<file path="src/rtl/output_seq_pkg.sv">
// Shared definitions for the output sequencer: FSM encodings, default
// widths and the layout of the {id, duration} word.
package output_seq_pkg;

  typedef enum logic {
    ST_IDLE = 1'b0,
    ST_PLAY = 1'b1
  } seqState_t;

  localparam int DEF_BITS_W = 42;
  localparam int DEF_ID_W   = 6;
  localparam int DEF_DUR_W  = 8;

  // {id, duration}: duration occupies the LSBs, id sits directly above it.
  localparam int DUR_LSB     = 0;
  localparam int DEF_DUR_MSB = DUR_LSB + DEF_DUR_W - 1;
  localparam int DEF_ID_LSB  = DEF_DUR_MSB + 1;
  localparam int DEF_ID_MSB  = DEF_ID_LSB + DEF_ID_W - 1;

endpackage

</file>
<file path="src/rtl/output_sequencer_frame_fifo.sv">
// Small frame FIFO: registered write, head frame always visible on rdData,
// occupancy count, and a clear that empties it in one edge.
module frame_fifo #(
  parameter int WIDTH = 56,
  parameter int DEPTH = 4
) (
  input  logic                   clk,
  input  logic                   rst,
  input  logic                   clear,
  input  logic                   wrEn,
  input  logic [WIDTH-1:0]       wrData,
  input  logic                   rdEn,
  output logic [WIDTH-1:0]       rdData,
  output logic [$clog2(DEPTH):0] fill
);

  localparam int AW = $clog2(DEPTH);
  localparam logic [AW:0] FULL_CNT = (AW + 1)'(DEPTH);

  logic [WIDTH-1:0] mem [DEPTH];
  logic [AW-1:0]    wrPtrReg;
  logic [AW-1:0]    rdPtrReg;
  logic [AW:0]      fillReg;
  logic             doPush;
  logic             doPop;

  // Clear wins over everything; full/empty come from the occupancy count.
  assign doPush = wrEn && !clear && (fillReg != FULL_CNT);
  assign doPop  = rdEn && !clear && (fillReg != '0);
  assign rdData = mem[rdPtrReg];
  assign fill   = fillReg;

  // Storage array, written on an accepted push.
  always_ff @(posedge clk) begin
    if (doPush) begin
      mem[wrPtrReg] <= wrData;
    end
  end

  // Pointers wrap naturally; fill tracks push/pop, unchanged when both occur.
  always_ff @(posedge clk or posedge rst) begin
    if (rst) begin
      wrPtrReg <= '0;
      rdPtrReg <= '0;
      fillReg  <= '0;
    end else if (clear) begin
      wrPtrReg <= '0;
      rdPtrReg <= '0;
      fillReg  <= '0;
    end else begin
      if (doPush) begin
        wrPtrReg <= wrPtrReg + 1'b1;
      end
      if (doPop) begin
        rdPtrReg <= rdPtrReg + 1'b1;
      end
      case ({doPush, doPop})
        2'b10:   fillReg <= fillReg + 1'b1;
        2'b01:   fillReg <= fillReg - 1'b1;
        default: fillReg <= fillReg;
      endcase
    end
  end

endmodule

</file>
<file path="src/rtl/output_sequencer.sv">
// Output sequencer: buffers frames and presents each one for
// max(duration,1) * TICK_DIV cycles, back to back, with a flush abort.
module output_sequencer
  import output_seq_pkg::*;
#(
  parameter int BITS_W   = DEF_BITS_W,
  parameter int ID_W     = DEF_ID_W,
  parameter int DUR_W    = DEF_DUR_W,
  parameter int DEPTH    = 4,
  parameter int TICK_DIV = 1
) (
  input  logic                   clk,
  input  logic                   rst,
  input  logic [BITS_W-1:0]      in_bits,
  input  logic [ID_W+DUR_W-1:0]  in_id_dur,
  input  logic                   in_valid,
  output logic                   in_ready,
  input  logic                   flush,
  output logic [BITS_W-1:0]      out_bits,
  output logic [ID_W+DUR_W-1:0]  out_id_dur,
  output logic                   out_active,
  output logic                   frame_done,
  output logic [$clog2(DEPTH):0] fill
);

  localparam int IDW    = ID_W + DUR_W;
  localparam int FW     = BITS_W + IDW;
  localparam int FILL_W = $clog2(DEPTH) + 1;
  localparam int PRE_W  = (TICK_DIV > 1) ? $clog2(TICK_DIV) : 1;
  localparam logic [PRE_W-1:0]  PRE_LAST = PRE_W'(TICK_DIV - 1);
  localparam logic [DUR_W-1:0]  ONE_TICK = DUR_W'(1);
  localparam logic [FILL_W-1:0] FULL_CNT = FILL_W'(DEPTH);

  seqState_t         stateReg;
  logic [BITS_W-1:0] bitsReg;
  logic [IDW-1:0]    idDurReg;
  logic [PRE_W-1:0]  prescaleReg;
  logic [DUR_W-1:0]  tickReg;
  logic [FW-1:0]     headFrame;
  logic [FILL_W-1:0] fifoFill;
  logic [DUR_W-1:0]  headDur;
  logic              fifoEmpty;
  logic              lastCycle;
  logic              popFrame;
  logic              pushFrame;

  assign fifoEmpty = (fifoFill == '0);
  assign headDur   = headFrame[DUR_LSB +: DUR_W];
  assign lastCycle = (stateReg == ST_PLAY) && (prescaleReg == PRE_LAST) &&
                     (tickReg == ONE_TICK);
  // Load a new frame when idle, or seamlessly on the last cycle of the current one.
  assign popFrame  = !flush && !fifoEmpty && ((stateReg == ST_IDLE) || lastCycle);
  assign pushFrame = in_valid && in_ready && !flush;

  assign in_ready   = (fifoFill != FULL_CNT);
  assign fill       = fifoFill;
  assign out_bits   = bitsReg;
  assign out_id_dur = idDurReg;
  assign out_active = (stateReg == ST_PLAY);
  assign frame_done = lastCycle;

  frame_fifo #(
    .WIDTH (FW),
    .DEPTH (DEPTH)
  ) uFifo (
    .clk    (clk),
    .rst    (rst),
    .clear  (flush),
    .wrEn   (pushFrame),
    .wrData ({in_bits, in_id_dur}),
    .rdEn   (popFrame),
    .rdData (headFrame),
    .fill   (fifoFill)
  );

  // Presentation FSM: load/hold/retire frames, run prescaler and tick counter.
  always_ff @(posedge clk or posedge rst) begin
    if (rst) begin
      stateReg    <= ST_IDLE;
      bitsReg     <= '0;
      idDurReg    <= '0;
      prescaleReg <= '0;
      tickReg     <= '0;
    end else if (flush) begin
      stateReg    <= ST_IDLE;
      bitsReg     <= '0;
      idDurReg    <= '0;
      prescaleReg <= '0;
      tickReg     <= '0;
    end else if (popFrame) begin
      stateReg    <= ST_PLAY;
      bitsReg     <= headFrame[FW-1 -: BITS_W];
      idDurReg    <= headFrame[IDW-1:0];
      prescaleReg <= '0;
      // A zero duration is presented as one tick.
      tickReg     <= (headDur == '0) ? ONE_TICK : headDur;
    end else if (lastCycle) begin
      stateReg    <= ST_IDLE;
      bitsReg     <= '0;
      idDurReg    <= '0;
      prescaleReg <= '0;
      tickReg     <= '0;
    end else if (stateReg == ST_PLAY) begin
      if (prescaleReg == PRE_LAST) begin
        prescaleReg <= '0;
        tickReg     <= tickReg - ONE_TICK;
      end else begin
        prescaleReg <= prescaleReg + 1'b1;
      end
    end
  end

endmodule
</file>
<file path="config.mk">
export PLATFORM = sky130hd
export DESIGN_NAME = output_sequencer
export DESIGN_NICKNAME = d
export VERILOG_FILES = /design/src/rtl/output_seq_pkg.sv /design/src/rtl/output_sequencer_frame_fifo.sv /design/src/rtl/output_sequencer.sv
export SDC_FILE = /design/constraint.sdc
export NUM_CORES = 1
export LEC_CHECK = 0
export CAP_MARGIN = 30
export CORE_MARGIN = 2
export CORE_UTILIZATION = 55
export DETAILED_ROUTE_END_ITERATION = 16
export PLACE_DENSITY = 0.85
export SETUP_SLACK_MARGIN = 0.4
export SLEW_MARGIN = 20
export SYNTH_ARGS = -nofsm -noshare
export SYNTH_HDL_FRONTEND = slang
export SYNTH_SLANG_ARGS = --single-unit
</file>
<file path="constraint.sdc">
create_clock -name clk -period 11.4 [get_ports clk]
set_input_delay 2.28 -clock clk [delete_from_list [all_inputs] [get_ports clk]]
set_output_delay 2.28 -clock clk [all_outputs]
set_load 0.05 [all_outputs]
</file>
Word-level counts from Yosys, hierarchy flattened
Memories as Yosys holds them, arrays and structs flattened.
Cells that the tools add are included.
Operators by class
  add/subtract/negate cells: 6
  equal/unequal tests: 5
  multiplexer cells: 28
  bitwise operators: 2
  reduce and logical (&&, ||, !) cells: 22
Operator list (number)
  2-to-1 mux 42 bit: 3
  2-to-1 mux 8 bit: 6
  2-to-1 mux 14 bit: 3
  logical AND 1 bit: 10
  2-to-1 mux 1 bit: 10
  nonzero test 3 bit: 3
  == test 8 x 1 -> 1 bit (second input constant): 1
  zero test 8 bit: 1
  2-to-1 mux 2 bit: 4
  subtractor 8 x 1 -> 8 bit (second input constant): 1
  one-hot mux 3 bit (2 select lines): 1
  adder 2 x 1 -> 2 bit (second input constant): 2
  inequality test 4 x 2 -> 1 bit (second input constant): 1
  nonzero test 2 bit: 2
  nonzero test 4 bit: 1
  adder 3 x 1 -> 3 bit (second input constant): 1
  zero test 3 bit: 1
  2-to-1 mux 3 bit: 1
  inequality test 3 bit (second input constant): 1
  subtractor 3 x 1 -> 3 bit (second input constant): 1
  == test 2 x 1 -> 1 bit (second input constant): 1
  == test 2 bit (second input constant): 1
  zero test 1 bit: 2
  NOT 1 bit: 2
  3 further kinds: 3
Storage, ports and cells
  flip-flop bits (word level): 73
  bits in writable memories: 224
  input bits: 60
  output and inout port bits: 62
  logic and storage cells: 72
  memories kept: 1
Memory list
  uFifo.mem: depth 4, bits a word 56, read ports 1, clocked after Yosys merged registers in 0, wr ports 1, line output_sequencer_frame_fifo.sv:20  | logic [WIDTH-1:0] mem [DEPTH];

Longest topological paths before layout
  depth after elaboration: 10
  mapped depth: 13
  mapped depth without buffers: 11

By module
Synthesis repeated with hierarchy kept, for this count alone.
Unflattened totals
  cells, all modules: 564
  area total of the unflattened synthesis: 11374.7 um^2
By module, submodules not included
  frame_fifo: instances 1, cells each 358, area each 8668.3 um^2, seq. area each 6901.6 um^2
  output_sequencer: instances 1, cells each 206, area each 2706.3 um^2, seq. area each 1626.6 um^2

Worst setup path after synthesis
No wires, ideal clock.
  path kind: in2reg
  from: input port flush
  to: memory uFifo.mem[0][0], enable pin
  library setup time: 0.551 ns
  arrival: 6.819 ns
  data required time: 10.849 ns
  setup slack: 4.031 ns
  cell stages on the path: 3
  buffers on the path: 2
  cells stage by stage: clkbuf_1 clkbuf_1 nor3b_1
Between the ends
  longest elaborated chain between the ends: 6
RTL lines
  start, declared: line output_sequencer.sv:18  | input logic flush,
  zero test 1 bit (*): line output_sequencer_frame_fifo.sv:28, output_sequencer.sv:53
  logical AND 1 bit: line output_sequencer.sv:53  | assign pushFrame = in_valid && in_ready && !flush;
  logical AND 1 bit (*) (2 in a row): line output_sequencer_frame_fifo.sv:28  | assign doPush = wrEn && !clear && (fillReg != FULL_CNT);
  2-to-1 mux 1 bit (*): line output_sequencer_frame_fifo.sv:35  | if (doPush) begin
  2-to-1 mux 1 bit (implied by the code) (*): line output_sequencer_frame_fifo.sv:36  | mem[wrPtrReg] <= wrData;
  end, declared: line output_sequencer_frame_fifo.sv:20
Mark *: on every way between the ends. The rest lies on a longest branch, timed or not.

Worst setup path in the final report
  from: register tickReg[1]
  to: output port frame_done
Between the ends
  longest elaborated chain between the ends: 2
RTL lines
  start, declared: line output_sequencer.sv:38  | logic [DUR_W-1:0] tickReg;
  start signal, assigned: line output_sequencer.sv:96  | tickReg <= (headDur == '0) ? ONE_TICK : headDur;
  start signal, assigned: line output_sequencer.sv:106  | tickReg <= tickReg - ONE_TICK;
  == test 8 x 1 -> 1 bit: line output_sequencer.sv:50  | (tickReg == ONE_TICK);
  logical AND 1 bit: line output_sequencer.sv:49  | assign lastCycle = (stateReg == ST_PLAY) && (prescaleReg == PRE_LAST) &&
  end, declared: line output_sequencer.sv:22  | output logic frame_done,
No other way between the ends.

==> key figures <==
Timing
  – Setup violators final: 0
  – RSZ-0062 raised after global routing: no
  – Clk_skew: 0.00997 ns
  – Period utilization: 44.8%
  – Final hold vios: 0
  – Fin crit period: 5.10 ns
  – Tightest Pin Transition: 0.868 ns
  – Max Clock Freq: 196 MHz
  – Slew HR: 42.2%
  – Final setup TNS: 0 ns
  – Max-slew violations: 0

Final layout
  – Multi-input gate area: 2500 um^2
  – # nets final: 766
  – FF+latch area: 8530 um^2
  – Layout cells sized above 1: 17.0%
  – Post-route insts no fill: 992
  – Final Cell Area: 13,700 um^2
  – Number of diodes: 0
  – Filler cells: 1,234
  – Layout area overhead: 22.7%

Clocking
  – Clk_lat worst skew: 0.54 ns
  – CTS Buf Count: 29
  – H-tree Lvls: 1
  – Post-cts hold buffer count: 0
  – Worst-path clk slew: 0.06 ns
  – Postcts setup bufs: 0
  – Post-cts resize count: 0
  – Max Root-Sink Buffers: 3
  – CTS tree: built
  – Root Driver: clkbuf_16
  – CTS sink cnt: 296

Drt
  – Routed wire length: 22,300 um
  – First-pass detailed-route iteration total: 5
  – Vias: 5,842
  – Starting DRC count in detailed routing: 496
  – Via/cell ratio: 5.89
  – Routed length per instance: 22.5 um
  – Post-route ant nets: 0
  – Drc violations: 0

Global routing
  – First-pass GRT wire length: 35,200 um
  – GRT Total Usage: 21.3%
  – Largest net degree at the start of global routing: 73
  – Antenna violations before repair: 0
  – GRT overflow: 0
  – Number of global-route vias before repair: 6,213

Setup path
  – Critical path origin: tickReg[1]
  – CP Depth: 6
  – Critical Path End: frame_done
  – CP Capture Type: output pin
  – Largest stage delay, worst path: 0.80 ns
  – Worst path slowest cell: clkdlybuf4s50_1
  – Delay-heaviest family, CP: buffers and inverters
  – Arr. time, crit path: 2.82 ns
  – Reg2Reg Setup Slack: 8.31 ns
  – WS Path Type: register to output pin
  – Startpoint types: register
  – Worst Reg-to-Reg Cells: 5
  – R2r endpoint: out_bits[36]
  – Buf/Inv on CP: 2
  – Critical Path RT: 9.12 ns
  – Reg2reg start: uFifo.fill[0]
  – Crit-path cells: inv_1, ha_1, nor3b_1, nand2_1, nor2_1, clkdlybuf4s50_1
  – Crit Path Max Fanout: 5

Synthesis
  – Cell variety after synth: 40
  – Yosys warns: 0
  – Syn Nets: 632
  – Cell count after synthesis: 565
  – Register bit total from synthesis: 296
  – Synthesized area: 11,200 um^2
  – Post-synth EDFFs: 224
  – Post-synth top flop: edfxtp_1
  – FFs w/ async S/R, synth: 24.3%
  – Register area share after synthesis: 76.4%
  – Syn Area/Cell: 19.7 um^2

Placement
  – Placed Area: 12,700 um^2
  – Dpl cells: 936
  – GP Congestion: 0.888
  – PortBufs: 121
  – HPWL Detailed: 12,700 um

Power
  – Max IR drop VDD: 0.130 mV
  – Pleak: 4.79 nW
  – PwrDens: 250 nW/um^2

Floorplanning
  – Core footprint: 20,000 um^2
  – Die X: 146 um
  – Io pins: 122
  – Total die area: 21,400 um^2
  – FP Rows: 52
  – Starting density of the core: 55.7%
  – Die extent in y: 146 um

Worst hold path
  – Hold Path Class: register to register

Run status
  – Outcome: finished clean

Flow run
  – MaxCap Viol Count: 0
-- registers in the layout, indices dropped and copies added (netlist names) --
| name | flops |
|---|---|
| uFifo.mem | 224 |
| out_bits | 42 |
| out_active | 1 |
| tickReg | 8 |
| uFifo.wrPtrReg | 2 |
| uFifo.fill | 3 |
| out_id_dur | 14 |
| uFifo.rdPtrReg | 2 |
-- placed cells by master, fill, tap and decap left out, types with 2 or more instances in the layout --
cell             instances
clkinv_1                 3
inv_1                    4
nor3_1                   4
clkinv_2                 5
clkbuf_16               29
clkbuf_1                10
buf_4                   10
or4_1                    3
nor3b_2                  4
clkbuf_8                 2
nand2b_1                 3
or3_1                    2
nor2_1                  23
dfrtp_1                 70
nand2_1                 28
nand3_1                  3
o21ai_0                  7
xor2_1                   4
a22o_1                  49
nor4_1                   2
nor4_2                   2
mux4_2                  56
a21oi_1                  9
a22oi_1                  2
o21ai_1                  2
ha_1                     6
xnor2_1                  3
a31oi_1                  2
nor3_2                   2
clkdlybuf4s50_1        121
bufinv_16                4
edfxtp_1               224
a311oi_1                 5
-- through the flow --
| stage | hold slack (ns) | worst slack, ns | utilization (%) | total power [W] |
|---|---|---|---|---|
| floorplan | 0.543 | 4.03 | - | 0.00214 |
| global placement | 0.465 | 7.01 | 63.3 | 0.00244 |
| detailed placement | 0.481 | 6.89 | 63.3 | 0.00248 |
| CTS | 0.496 | 6.38 | 68.1 | 0.00344 |
| global route | 0.511 | 6.23 | 68.3 | 0.00356 |
| finish | 0.490 | 6.30 | 68.3 | 0.00342 |
-- how the worst min path moves through the flow --
stage / start / end / cells past startpoint
floorplan: uFifo.wrPtrReg[1] / uFifo.wrPtrReg[1] / 2
global placement: out_id_dur[6] / out_id_dur[6] / 2
detailed placement: out_id_dur[0] / out_id_dur[0] / 2
CTS: out_id_dur[0] / out_id_dur[0] / 2
global route: out_bits[32] / out_bits[32] / 1
finish: out_id_dur[7] / out_id_dur[7] / 2
-- power breakdown --
group | switching, W | leakage, nW | internal, W | total [W]
registers | 0.000109 | 3.00 | 0.00131 | 0.00142
logic | 0.000656 | 1.31 | 0.000402 | 0.00106
clock network | 0.000378 | 0.469 | 0.000573 | 0.000950
total | 0.00114 | 4.79 | 0.00228 | 0.00342
-- cell usage after synthesis, types with 3 or more instances --
cell type	count	area [um^2]
xnor2_1	3	26.3
nor3b_1	5	37.5
edfxtp_1	224	6730
mux4_2	56	1260
nand3_1	3	15.0
buf_1	5	18.8
o21ai_0	7	35.0
clkbuf_1	12	45.0
or4_1	3	22.5
ha_1	6	75.1
nand2b_1	3	18.8
dfrtp_1	72	1800
a311oi_1	5	43.8
nand2_1	28	105
buf_2	11	55.1
a21oi_1	10	50.1
nor2_1	23	86.3
inv_1	5	18.8
xor2_1	4	35.0
nor3_1	5	25.0
a22o_1	49	429
-- cell families after synthesis --
| group | after synthesis | share of synthesized area, % |
|---|---|---|
| mux | 58 | 11.5 |
| xor+xnor | 7 | 0.550 |
| buf+inv | 35 | 1.44 |
| fa+ha+maj | 7 | 0.852 |
| flops | 296 | 76.4 |
| compound gates | 83 | 5.79 |
| simple gates | 79 | 3.43 |
-- final cells by class --
class                   count  area share, %
multi-input cells         234           18.3
flip-flops and latches    296           62.3
clock inverters            13           1.23
inverters                   5          0.146
clock buffers              41           5.78
well taps                 270           2.47
repair buffers            133           9.74
-- worst min-delay path, cell delays in order, from the launching register on --
cell,delay (ns)
dfrtp_1,0.35
nand2_1,0.05
nand2_1,0.06
-- layer usage --
metal  part of all wire, %  vias to the layer above  global-route usage (%)
li1                      -                     2552                       -
met1                    40                     3010                    28.6
met2                    52                      241                    36.8
met3                   6.5                       39                    3.81
met4                   1.8                        0                    5.73
met5                     0                        -                       0
Note: power is estimated with default switching activity, not from simulation.
